### src/rtl/ctrl_pkg.sv
// Shared types and constants for the RV32I decode/execute control pipeline.
package ctrl_pkg;

    localparam logic [6:0] OP_R      = 7'b0110011;
    localparam logic [6:0] OP_I      = 7'b0010011;
    localparam logic [6:0] OP_LOAD   = 7'b0000011;
    localparam logic [6:0] OP_STORE  = 7'b0100011;
    localparam logic [6:0] OP_BRANCH = 7'b1100011;
    localparam logic [6:0] OP_LUI    = 7'b0110111;
    localparam logic [6:0] OP_AUIPC  = 7'b0010111;
    localparam logic [6:0] OP_JAL    = 7'b1101111;
    localparam logic [6:0] OP_JALR   = 7'b1100111;

    typedef enum logic [3:0] {
        ALU_ADD    = 4'b0000,
        ALU_SUB    = 4'b0001,
        ALU_AND    = 4'b0010,
        ALU_OR     = 4'b0011,
        ALU_XOR    = 4'b0100,
        ALU_SLT    = 4'b0101,
        ALU_SLTU   = 4'b0110,
        ALU_SLL    = 4'b0111,
        ALU_SRL    = 4'b1000,
        ALU_SRA    = 4'b1001,
        ALU_MUL    = 4'b1011,
        ALU_MULH   = 4'b1100,
        ALU_MULHSU = 4'b1101,
        ALU_MULHU  = 4'b1110
    } alu_op_e;

    typedef enum logic [1:0] {
        RES_ALU = 2'b00,
        RES_MEM = 2'b01,
        RES_PC4 = 2'b10
    } res_src_e;

    typedef enum logic [1:0] {
        SRCA_RS1  = 2'b00,
        SRCA_PC   = 2'b01,
        SRCA_ZERO = 2'b10
    } srca_e;

    typedef enum logic [2:0] {
        IMM_I   = 3'b000,
        IMM_S   = 3'b001,
        IMM_B   = 3'b010,
        IMM_U   = 3'b011,
        IMM_J   = 3'b100,
        IMM_BAD = 3'b111
    } imm_src_e;

    typedef enum logic [3:0] {
        CLS_R, CLS_I, CLS_LOAD, CLS_STORE, CLS_BRANCH,
        CLS_LUI, CLS_AUIPC, CLS_JAL, CLS_JALR, CLS_BAD
    } op_class_e;

    // Everything carried across the D/E boundary; all-zero is a bubble.
    typedef struct packed {
        logic       valid;
        logic       illegal;
        logic       regwrite;
        logic       memwrite;
        res_src_e   resultsrc;
        logic       branch;
        logic       jump;
        logic       jalr;
        srca_e      alusrca;
        logic       alusrcb;
        alu_op_e    alucontrol;
        logic [2:0] funct3;
    } ctrl_t;

    // funct3 -> ALU op for the base register/immediate arithmetic group.
    function automatic alu_op_e base_alu_op(input logic [2:0] f3);
        case (f3)
            3'b000:  return ALU_ADD;
            3'b001:  return ALU_SLL;
            3'b010:  return ALU_SLT;
            3'b011:  return ALU_SLTU;
            3'b100:  return ALU_XOR;
            3'b101:  return ALU_SRL;
            3'b110:  return ALU_OR;
            default: return ALU_AND;
        endcase
    endfunction

endpackage

### src/rtl/ctrl_alu_dec.sv
// ALU operation decoder; also owns all funct3/funct7 legality checks.
module ctrl_alu_dec
    import ctrl_pkg::*;
#(
    parameter bit SUPPORT_M = 1'b0
) (
    input  op_class_e  op_class_i,
    input  logic [2:0] funct3_i,
    input  logic [6:0] funct7_i,
    output alu_op_e    alu_op_o,
    output logic       illegal_o
);

    // Select ALU op per opcode class and flag encodings that are not defined.
    always_comb begin
        alu_op_o  = ALU_ADD;
        illegal_o = 1'b0;
        case (op_class_i)
            CLS_R: begin
                case (funct7_i)
                    7'b0000000: alu_op_o = base_alu_op(funct3_i);
                    7'b0100000: begin
                        if (funct3_i == 3'b000)      alu_op_o = ALU_SUB;
                        else if (funct3_i == 3'b101) alu_op_o = ALU_SRA;
                        else                         illegal_o = 1'b1;
                    end
                    7'b0000001: begin
                        if (SUPPORT_M && !funct3_i[2]) begin
                            case (funct3_i[1:0])
                                2'b00:   alu_op_o = ALU_MUL;
                                2'b01:   alu_op_o = ALU_MULH;
                                2'b10:   alu_op_o = ALU_MULHSU;
                                default: alu_op_o = ALU_MULHU;
                            endcase
                        end else begin
                            illegal_o = 1'b1;
                        end
                    end
                    default: illegal_o = 1'b1;
                endcase
            end
            CLS_I: begin
                alu_op_o = base_alu_op(funct3_i);
                if (funct3_i == 3'b001 && funct7_i != 7'b0000000) illegal_o = 1'b1;
                if (funct3_i == 3'b101) begin
                    if (funct7_i == 7'b0100000)      alu_op_o  = ALU_SRA;
                    else if (funct7_i != 7'b0000000) illegal_o = 1'b1;
                end
            end
            CLS_LOAD:  illegal_o = (funct3_i == 3'b011) || (funct3_i[2:1] == 2'b11);
            CLS_STORE: illegal_o = funct3_i[2] || (funct3_i[1:0] == 2'b11);
            CLS_BRANCH: begin
                case (funct3_i[2:1])
                    2'b00:   alu_op_o  = ALU_SUB;
                    2'b10:   alu_op_o  = ALU_SLT;
                    2'b11:   alu_op_o  = ALU_SLTU;
                    default: illegal_o = 1'b1;
                endcase
            end
            CLS_JALR:                   illegal_o = (funct3_i != 3'b000);
            CLS_LUI, CLS_AUIPC, CLS_JAL: illegal_o = 1'b0;
            default:                    illegal_o = 1'b1;
        endcase
    end

endmodule

### src/rtl/ctrl_decode_pipe.sv
// RV32I control unit: decodes in D, drives ImmSrc combinationally and
// registers the remaining control into the D/E boundary.
module ctrl_decode_pipe
    import ctrl_pkg::*;
#(
    parameter int ALUCTRL_W = 4,
    parameter bit SUPPORT_M = 1'b0,
    parameter int CNT_W     = 8
) (
    input  logic                 clk,
    input  logic                 rst_n,
    input  logic [31:0]          instr_d,
    input  logic                 valid_d,
    input  logic                 stall_e,
    input  logic                 flush_e,
    output logic [2:0]           immsrc_d,
    output logic                 valid_e,
    output logic                 regwrite_e,
    output logic                 memwrite_e,
    output logic [1:0]           resultsrc_e,
    output logic                 branch_e,
    output logic                 jump_e,
    output logic                 jalr_e,
    output logic [1:0]           alusrca_e,
    output logic                 alusrcb_e,
    output logic [ALUCTRL_W-1:0] alucontrol_e,
    output logic [2:0]           funct3_e,
    output logic                 illegal_e,
    output logic [CNT_W-1:0]     illegal_cnt
);

    op_class_e       op_class;
    alu_op_e         alu_op;
    logic            alu_illegal;
    imm_src_e        imm_src;
    ctrl_t           dec;
    ctrl_t           e_d, e_q;
    logic [CNT_W-1:0] cnt_d, cnt_q;

    // Register/immediate field bits are consumed by the datapath, not here.
    logic unused_fields;
    assign unused_fields = ^{instr_d[24:15], instr_d[11:7]};

    // Classify the major opcode.
    always_comb begin
        case (instr_d[6:0])
            OP_R:      op_class = CLS_R;
            OP_I:      op_class = CLS_I;
            OP_LOAD:   op_class = CLS_LOAD;
            OP_STORE:  op_class = CLS_STORE;
            OP_BRANCH: op_class = CLS_BRANCH;
            OP_LUI:    op_class = CLS_LUI;
            OP_AUIPC:  op_class = CLS_AUIPC;
            OP_JAL:    op_class = CLS_JAL;
            OP_JALR:   op_class = CLS_JALR;
            default:   op_class = CLS_BAD;
        endcase
    end

    ctrl_alu_dec #(
        .SUPPORT_M (SUPPORT_M)
    ) u_alu_dec (
        .op_class_i (op_class),
        .funct3_i   (instr_d[14:12]),
        .funct7_i   (instr_d[31:25]),
        .alu_op_o   (alu_op),
        .illegal_o  (alu_illegal)
    );

    // Main decode; illegal encodings collapse to a flagged no-op, and an
    // empty slot (valid_d=0) collapses to a plain bubble.
    always_comb begin
        dec            = '0;
        imm_src        = IMM_I;  // R-type has no immediate; value is don't-care
        dec.valid      = 1'b1;
        dec.funct3     = instr_d[14:12];
        dec.alucontrol = alu_op;
        case (op_class)
            CLS_R:     dec.regwrite = 1'b1;
            CLS_I: begin
                dec.regwrite = 1'b1;
                dec.alusrcb  = 1'b1;
            end
            CLS_LOAD: begin
                dec.regwrite  = 1'b1;
                dec.alusrcb   = 1'b1;
                dec.resultsrc = RES_MEM;
            end
            CLS_STORE: begin
                dec.memwrite = 1'b1;
                dec.alusrcb  = 1'b1;
                imm_src      = IMM_S;
            end
            CLS_BRANCH: begin
                dec.branch = 1'b1;
                imm_src    = IMM_B;
            end
            CLS_LUI, CLS_AUIPC: begin
                dec.regwrite = 1'b1;
                dec.alusrca  = (op_class == CLS_LUI) ? SRCA_ZERO : SRCA_PC;
                dec.alusrcb  = 1'b1;
                imm_src      = IMM_U;
            end
            CLS_JAL: begin
                dec.jump      = 1'b1;
                dec.regwrite  = 1'b1;
                dec.resultsrc = RES_PC4;
                imm_src       = IMM_J;
            end
            CLS_JALR: begin
                dec.jump      = 1'b1;
                dec.jalr      = 1'b1;
                dec.regwrite  = 1'b1;
                dec.alusrcb   = 1'b1;
                dec.resultsrc = RES_PC4;
            end
            default: ;
        endcase
        if (alu_illegal) begin
            dec         = '0;
            dec.valid   = 1'b1;
            dec.illegal = 1'b1;
            dec.funct3  = instr_d[14:12];
            imm_src     = IMM_BAD;
        end
        if (!valid_d) begin
            dec = '0;
        end
    end

    // Next E-stage contents and counter: flush beats stall beats capture.
    always_comb begin
        e_d   = dec;
        cnt_d = cnt_q;
        if (flush_e) begin
            e_d = '0;
        end else if (stall_e) begin
            e_d = e_q;
        end else if (dec.illegal && (cnt_q != {CNT_W{1'b1}})) begin
            cnt_d = cnt_q + CNT_W'(1);
        end
    end

    // D/E pipeline register and saturating illegal counter.
    always_ff @(posedge clk or negedge rst_n) begin
        if (!rst_n) begin
            e_q   <= '0;
            cnt_q <= '0;
        end else begin
            e_q   <= e_d;
            cnt_q <= cnt_d;
        end
    end

    assign immsrc_d     = imm_src;
    assign valid_e      = e_q.valid;
    assign regwrite_e   = e_q.regwrite;
    assign memwrite_e   = e_q.memwrite;
    assign resultsrc_e  = e_q.resultsrc;
    assign branch_e     = e_q.branch;
    assign jump_e       = e_q.jump;
    assign jalr_e       = e_q.jalr;
    assign alusrca_e    = e_q.alusrca;
    assign alusrcb_e    = e_q.alusrcb;
    assign alucontrol_e = ALUCTRL_W'(e_q.alucontrol);
    assign funct3_e     = e_q.funct3;
    assign illegal_e    = e_q.illegal;
    assign illegal_cnt  = cnt_q;

endmodule

### config.mk
export PLATFORM = sky130hd
export DESIGN_NAME = ctrl_decode_pipe
export DESIGN_NICKNAME = d
export VERILOG_FILES = /design/src/rtl/ctrl_pkg.sv /design/src/rtl/ctrl_alu_dec.sv /design/src/rtl/ctrl_decode_pipe.sv
export SDC_FILE = /design/constraint.sdc
export NUM_CORES = 1
export LEC_CHECK = 0
export ABC_AREA = 1
export CORE_UTILIZATION = 40
export DETAILED_ROUTE_END_ITERATION = 16
export GPL_TIMING_DRIVEN = 0
export PLACE_DENSITY = 0.75
export SLEW_MARGIN = 0
export SYNTH_ARGS = -nofsm -noshare
export SYNTH_HDL_FRONTEND = slang
export SYNTH_SLANG_ARGS = --single-unit
### constraint.sdc
create_clock -name clk -period 3.79 [get_ports clk]
set_input_delay 0.5685 -clock clk [delete_from_list [all_inputs] [get_ports clk]]
set_output_delay 0.5685 -clock clk [all_outputs]
set_load 0.01 [all_outputs]
; ---- Yosys cells after proc, flatten, opt, wreduce, memory -nomap -nowiden
; Index checks and enable logic that the tools add are counted.
[word_totals]
out_inout_bits = 30
elab_cells = 95
input_bits = 37
register_bits = 27
[classes]
n_mux = 33
n_reduce_logical = 17
add_sub_neg = 1
n_eq_ne = 29
bitwise_logic = 2
[ops]
columns = cell, count
row1 = two-way mux 19 bit, 3
row2 = case mux 4 bit (9 select lines), 1
row3 = equality test 7 x 6 -> 1 bit (second input constant), 4
row4 = case mux 4 bit (7 select lines), 1
row5 = equality test 7 bit (second input constant), 3
row6 = two-way mux 18 bit, 1
row7 = equality test 4 x 3 -> 1 bit (second input constant), 4
row8 = two-way mux 4 bit, 4
row9 = equality test 7 x 5 -> 1 bit (second input constant), 2
row10 = two-way mux 1 bit, 13
row11 = case mux 3 bit (4 select lines), 1
row12 = case mux 4 bit (3 select lines), 1
row13 = equality test 3 bit (second input constant), 3
row14 = case mux 3 bit (3 select lines), 1
row15 = adder 8 x 1 -> 8 bit (second input constant), 1
row16 = equality test 4 x 2 -> 1 bit (second input constant), 2
row17 = inequality test 8 bit (second input constant), 1
row18 = case mux 4 bit (2 select lines), 1
row19 = equality test 7 x 2 -> 1 bit (second input constant), 1
row20 = zero test 7 bit, 1
row21 = case mux 1 bit (7 select lines), 1
row22 = nonzero test 7 bit, 1
row23 = OR reduction 7 bit, 1
row24 = equality test 2 bit (second input constant), 3
row25 = other kinds (20), 27

; ---- Depth between registers and ports, before layout
[depth]
word_depth = 11
depth_mapped = 12
ltp_nobuf = 12

; ---- Cells and area by module
; From an unflattened synthesis, not the netlist that was laid out.
[hier_totals]
hier_cells = 255
hier_area_um2 = 1776.7
[modules_own_cells]
columns = module, area_each_um2, cells_per_inst, seq_area_each_um2, n_inst
row1 = ctrl_decode_pipe, 1383.8, 169, 650.6, 1
row2 = ctrl_alu_dec, 392.9, 86, 0.0, 1

; ---- Least setup slack after synthesis
; OpenSTA, ideal clock, no wires.
[synth_timing]
kind = input to output
start = input instr_d[14]
end = output immsrc_d[0]
arrival_ns = 1.540
t_required_ns = 3.222
n_path_buf = 1
setup_slack_ns = 1.681
stages = 11
path_cell_list = buf_2 nor2_1 nand2_1 nand2_1 nand2_1 nand3_1 nand2_1 nor2_2 nand3_2 inv_2 nand3_1
[synth_via]
elab_chain_cells = 8
elab_cells_between_ends = 22
cone_classes = 5 x eq/ne / 10 x mux / 7 x reduce/logical
[synth_lines]
columns = element, line
row1 = from (decl), ctrl_decode_pipe.sv:12  ; input logic [31:0] instr_d,
row2 = equality test 3 x 1 -> 1 bit, ctrl_alu_dec.sv:44  ; if (funct3_i == 3'b001 && funct7_i != 7'b0000000) illegal_o = 1'b1;
row3 = logical AND 1 bit, ctrl_alu_dec.sv:44
row4 = two-way mux 1 bit, ctrl_alu_dec.sv:44
row5 = two-way mux 1 bit, ctrl_alu_dec.sv:47  ; else if (funct7_i != 7'b0000000) illegal_o = 1'b1;
row6 = two-way mux 1 bit, ctrl_alu_dec.sv:46  ; if (funct7_i == 7'b0100000) alu_op_o = ALU_SRA;
row7 = two-way mux 1 bit, ctrl_alu_dec.sv:45  ; if (funct3_i == 3'b101) begin
row8 = case mux 1 bit (7 select lines) *, ctrl_alu_dec.sv:18  ; case (op_class_i)
row9 = two-way mux 3 bit *, ctrl_decode_pipe.sv:119  ; if (alu_illegal) begin
row10 = to (decl), ctrl_decode_pipe.sv:16  ; output logic [2:0] immsrc_d,
; Mark *: on every way between the ends. The rest lies on a longest branch, timed or not.

; ---- Worst setup path in the final report
[layout_timing]
start = input instr_d[13]
end = output immsrc_d[0]
; The elaborated chain is that of the path after synthesis.

==> results.yml <==
clock_tree:
  cts_inserted_buffers: 3
  worstSkewPairLatency_ps: 270
  cts_hold_buf: 0
  path_clk_slew_ps: 80
  numClockSinks: 26
  cts_tree: "done"
  cts_root_buf: "clkbuf_8"
  cts_htree_levels: 1
  ctsResizeCount: 0
  clockBufferDepth: 2
  postCtsSetupRepairBufs: 0
drt:
  routed_wl_um: 3913
  ant_nets: 0
  first_iter_violations: 112
  vias_per_cell: 4.988
  drc: 2
  routed-via-count: 1696
  first_pass_iters: 10
  wl_per_cell_um: 11.51
grt:
  antenna_found_initial: 0
  grt_pass1_wl_um: 6561
  track_usage_pct: 19.34
  overflow: 0
  first_global_vias: 1530
  grt_max_degree: 27
timing:
  grt_setup_unrepaired: "false"
  worstMarginPinSlew_ps: 1143
  finalHoldViolations: 0
  setup_ws_ps: 566.0
  min_period_ps: 3224
  slew_headroom_pct: 23.59
  setup_violations: 0
  skew_ps: 0.6922
  tns_ps: 0
  fmax_mhz: 310.2
  period_share_pct: 85.07
  finalMaxSlewViolations: 0
  fin_hold_ws_ps: 477.7
cells_and_area:
  fillers: 388
  drive_gt1_share_pct: 10.00
  postLayoutCoreUtil_pct: 56.93
  final_nets: 330
  syn_to_final_growth_pct: 36.13
  antenna_cells: 0
power_and_ir_drop:
  seq_power_share_pct: 50.1
  p_per_area_nw_per_um2: 283.6
  irDropWorstVdd_mv: 0.1336
  p_leak_nw: 1.087
  p_int_uw: 453.9
  p_clk_share_pct: 24.2
  swShare_pct: 29.73
  combPwrFrac_pct: 25.7
  switching_power_uw: 192.0
placed_design:
  place_congestion: 0.8659
  hpwlAfterDp_um: 3141
  post-place-ws_ps: 556.9
  io_buffers: 50
job:
  cap_violations: 0
worst_setup_path:
  worstPathMaxFanout: 8
  cp.arrival_ps: 2660
  crit_type: "input pin to output pin"
  ff2ff_path_depth: 7
  cp-end-kind: "output pin"
  startpoint_type: "input pin"
  cp.required_ps: 3220
floorplanning:
  coreArea_um2: 4000
  initial_core_util_pct: 41.82
  die_height_um: 66.67
  num_rows: 23
  dieWidth_um: 66.67
  die_area_um2: 4445
  io_pins: 67
synth:
  synth-seq-cells: 26
  syn_area_per_cell_um2: 7.058
  synthArstFlopShare_pct: 100.0
  syn-cell-area_um2: 1673
  synth_edf_count: 0
  syn-num-nets: 275
  seq_area_frac_synth_pct: 38.89
  synth_flop_cell: "dfrtp_1"
  synth_warnings: 0
  synth_cell_types: 29
  synthCells: 237
worst_hold_path:
  holdCritPathClass: "flip-flop to flip-flop"
  holdPathStages: 2
run_status:
  violations: "design-rule violations"
  outcome: "finished, violations left"
==> kinds of logic (layout without fill, tap and decap cells) <==
kind of cell / count (synthesis) / in the layout / synth area share [%]
AND/OR/NAND/NOR: 140 / 140 / 38.67
buffers and inverters: 36 / 89 / 8.900
AO/OA/AOI/OAI: 28 / 28 / 9.649
flip-flops: 26 / 26 / 38.89
XOR/XNOR: 6 / 6 / 3.141
adder cells (fa/ha/maj): 1 / 1 / 0.7478
==> layer usage <==
layer / up-vias / global-route usage [%] / part of all wire, %
met5: - / 0 / 0
met4: 0 / 6.383 / 0.87
met3: 3 / 2.055 / 3.5
met2: 45 / 33.46 / 49
met1: 773 / 24.81 / 47
li1: 875 / - / -
==> power by group through the flow <==
stage	Sequential [mW]	Combinational, mW	Clock, mW
finish	0.323	0.166	0.156
global route	0.329	0.189	0.168
CTS	0.324	0.168	0.158
detailed placement	0.329	0.167	0
global placement	0.328	0.163	0
floorplan	0.335	0.0712	0
==> stage by stage <==
stage	area, um^2	std cells	total power, mW
detailed placement	2236	337	0.4967
finish	2277	340	0.6459
floorplan	1673	237	0.4059
CTS	2277	340	0.6492
global placement	2236	337	0.4911
global route	2277	340	0.6853
==> worst paths after layout <==
check / end / startpoint / slack (ps)
max: immsrc_d[0] / instr_d[13] / 570
min: valid_e$_DFFE_PN0P_ / valid_e$_DFFE_PN0P_ / 480
max reg2reg: illegal_cnt[6]$_DFFE_PN0P_ / illegal_cnt[0]$_DFFE_PN0P_ / 2030
min reg2reg: valid_e$_DFFE_PN0P_ / valid_e$_DFFE_PN0P_ / 480
max in group asynchronous: resultsrc_e[0]$_DFFE_PN0P_ / rst_n / 2210
min in group asynchronous: alusrca_e[1]$_DFFE_PN0P_ / rst_n / 900
==> worst max-delay path, cell delays in order <==
cell and delay (ps):
clkdlybuf4s50_1 500, inv_1 180, nand3_1 110, nand2_1 80, nand2_1 60, nand3_1 70, nand2_1 60, nor2_2 120
nand3_2 140, inv_2 180, nand3_1 90, clkdlybuf4s50_1 490
==> Yosys cell counts, types with 3 or more instances <==
cell type | number | area [um^2]
a21oi_1 | 4 | 20.02
dfrtp_1 | 26 | 650.6
inv_1 | 26 | 97.59
inv_2 | 5 | 18.77
nand2_1 | 69 | 259.0
nand3_1 | 26 | 130.1
nand3_2 | 3 | 30.03
nand4_1 | 9 | 56.30
nor2_1 | 19 | 71.32
nor2_2 | 6 | 37.54
o21ai_0 | 16 | 80.08
xor2_1 | 4 | 35.03
==> placed cells by master (no fill, tap or decap), types with 3 or more instances in the layout <==
cell type and instances:
inv_1 26, a21oi_1 4, dfrtp_1 26, o21ai_0 16, xor2_1 4, nor2_1 19, nand3_2 3, nand3_1 26
nor2_2 6, nand4_1 9, clkdlybuf4s50_1 50, inv_2 5, clkbuf_8 3, nand2_1 69
==> state kept, by name (all words and copies together) (netlist names), 2 cells and up <==
register,count
alucontrol_e,4
alusrca_e,2
funct3_e,3
illegal_cnt,8
==> area by class of cell <==
type | instances | area [um^2] | area share (%)
multi-input cells | 175 | 873.3 | 38.35
flip-flops and latches | 26 | 650.6 | 28.57
repair buffers | 50 | 500.5 | 21.98
inverters | 31 | 116.4 | 5.110
well taps | 50 | 62.56 | 2.747
clock buffers | 3 | 41.29 | 1.813
plain buffers | 5 | 32.53 | 1.429
Power figures use the tool's default switching activity.
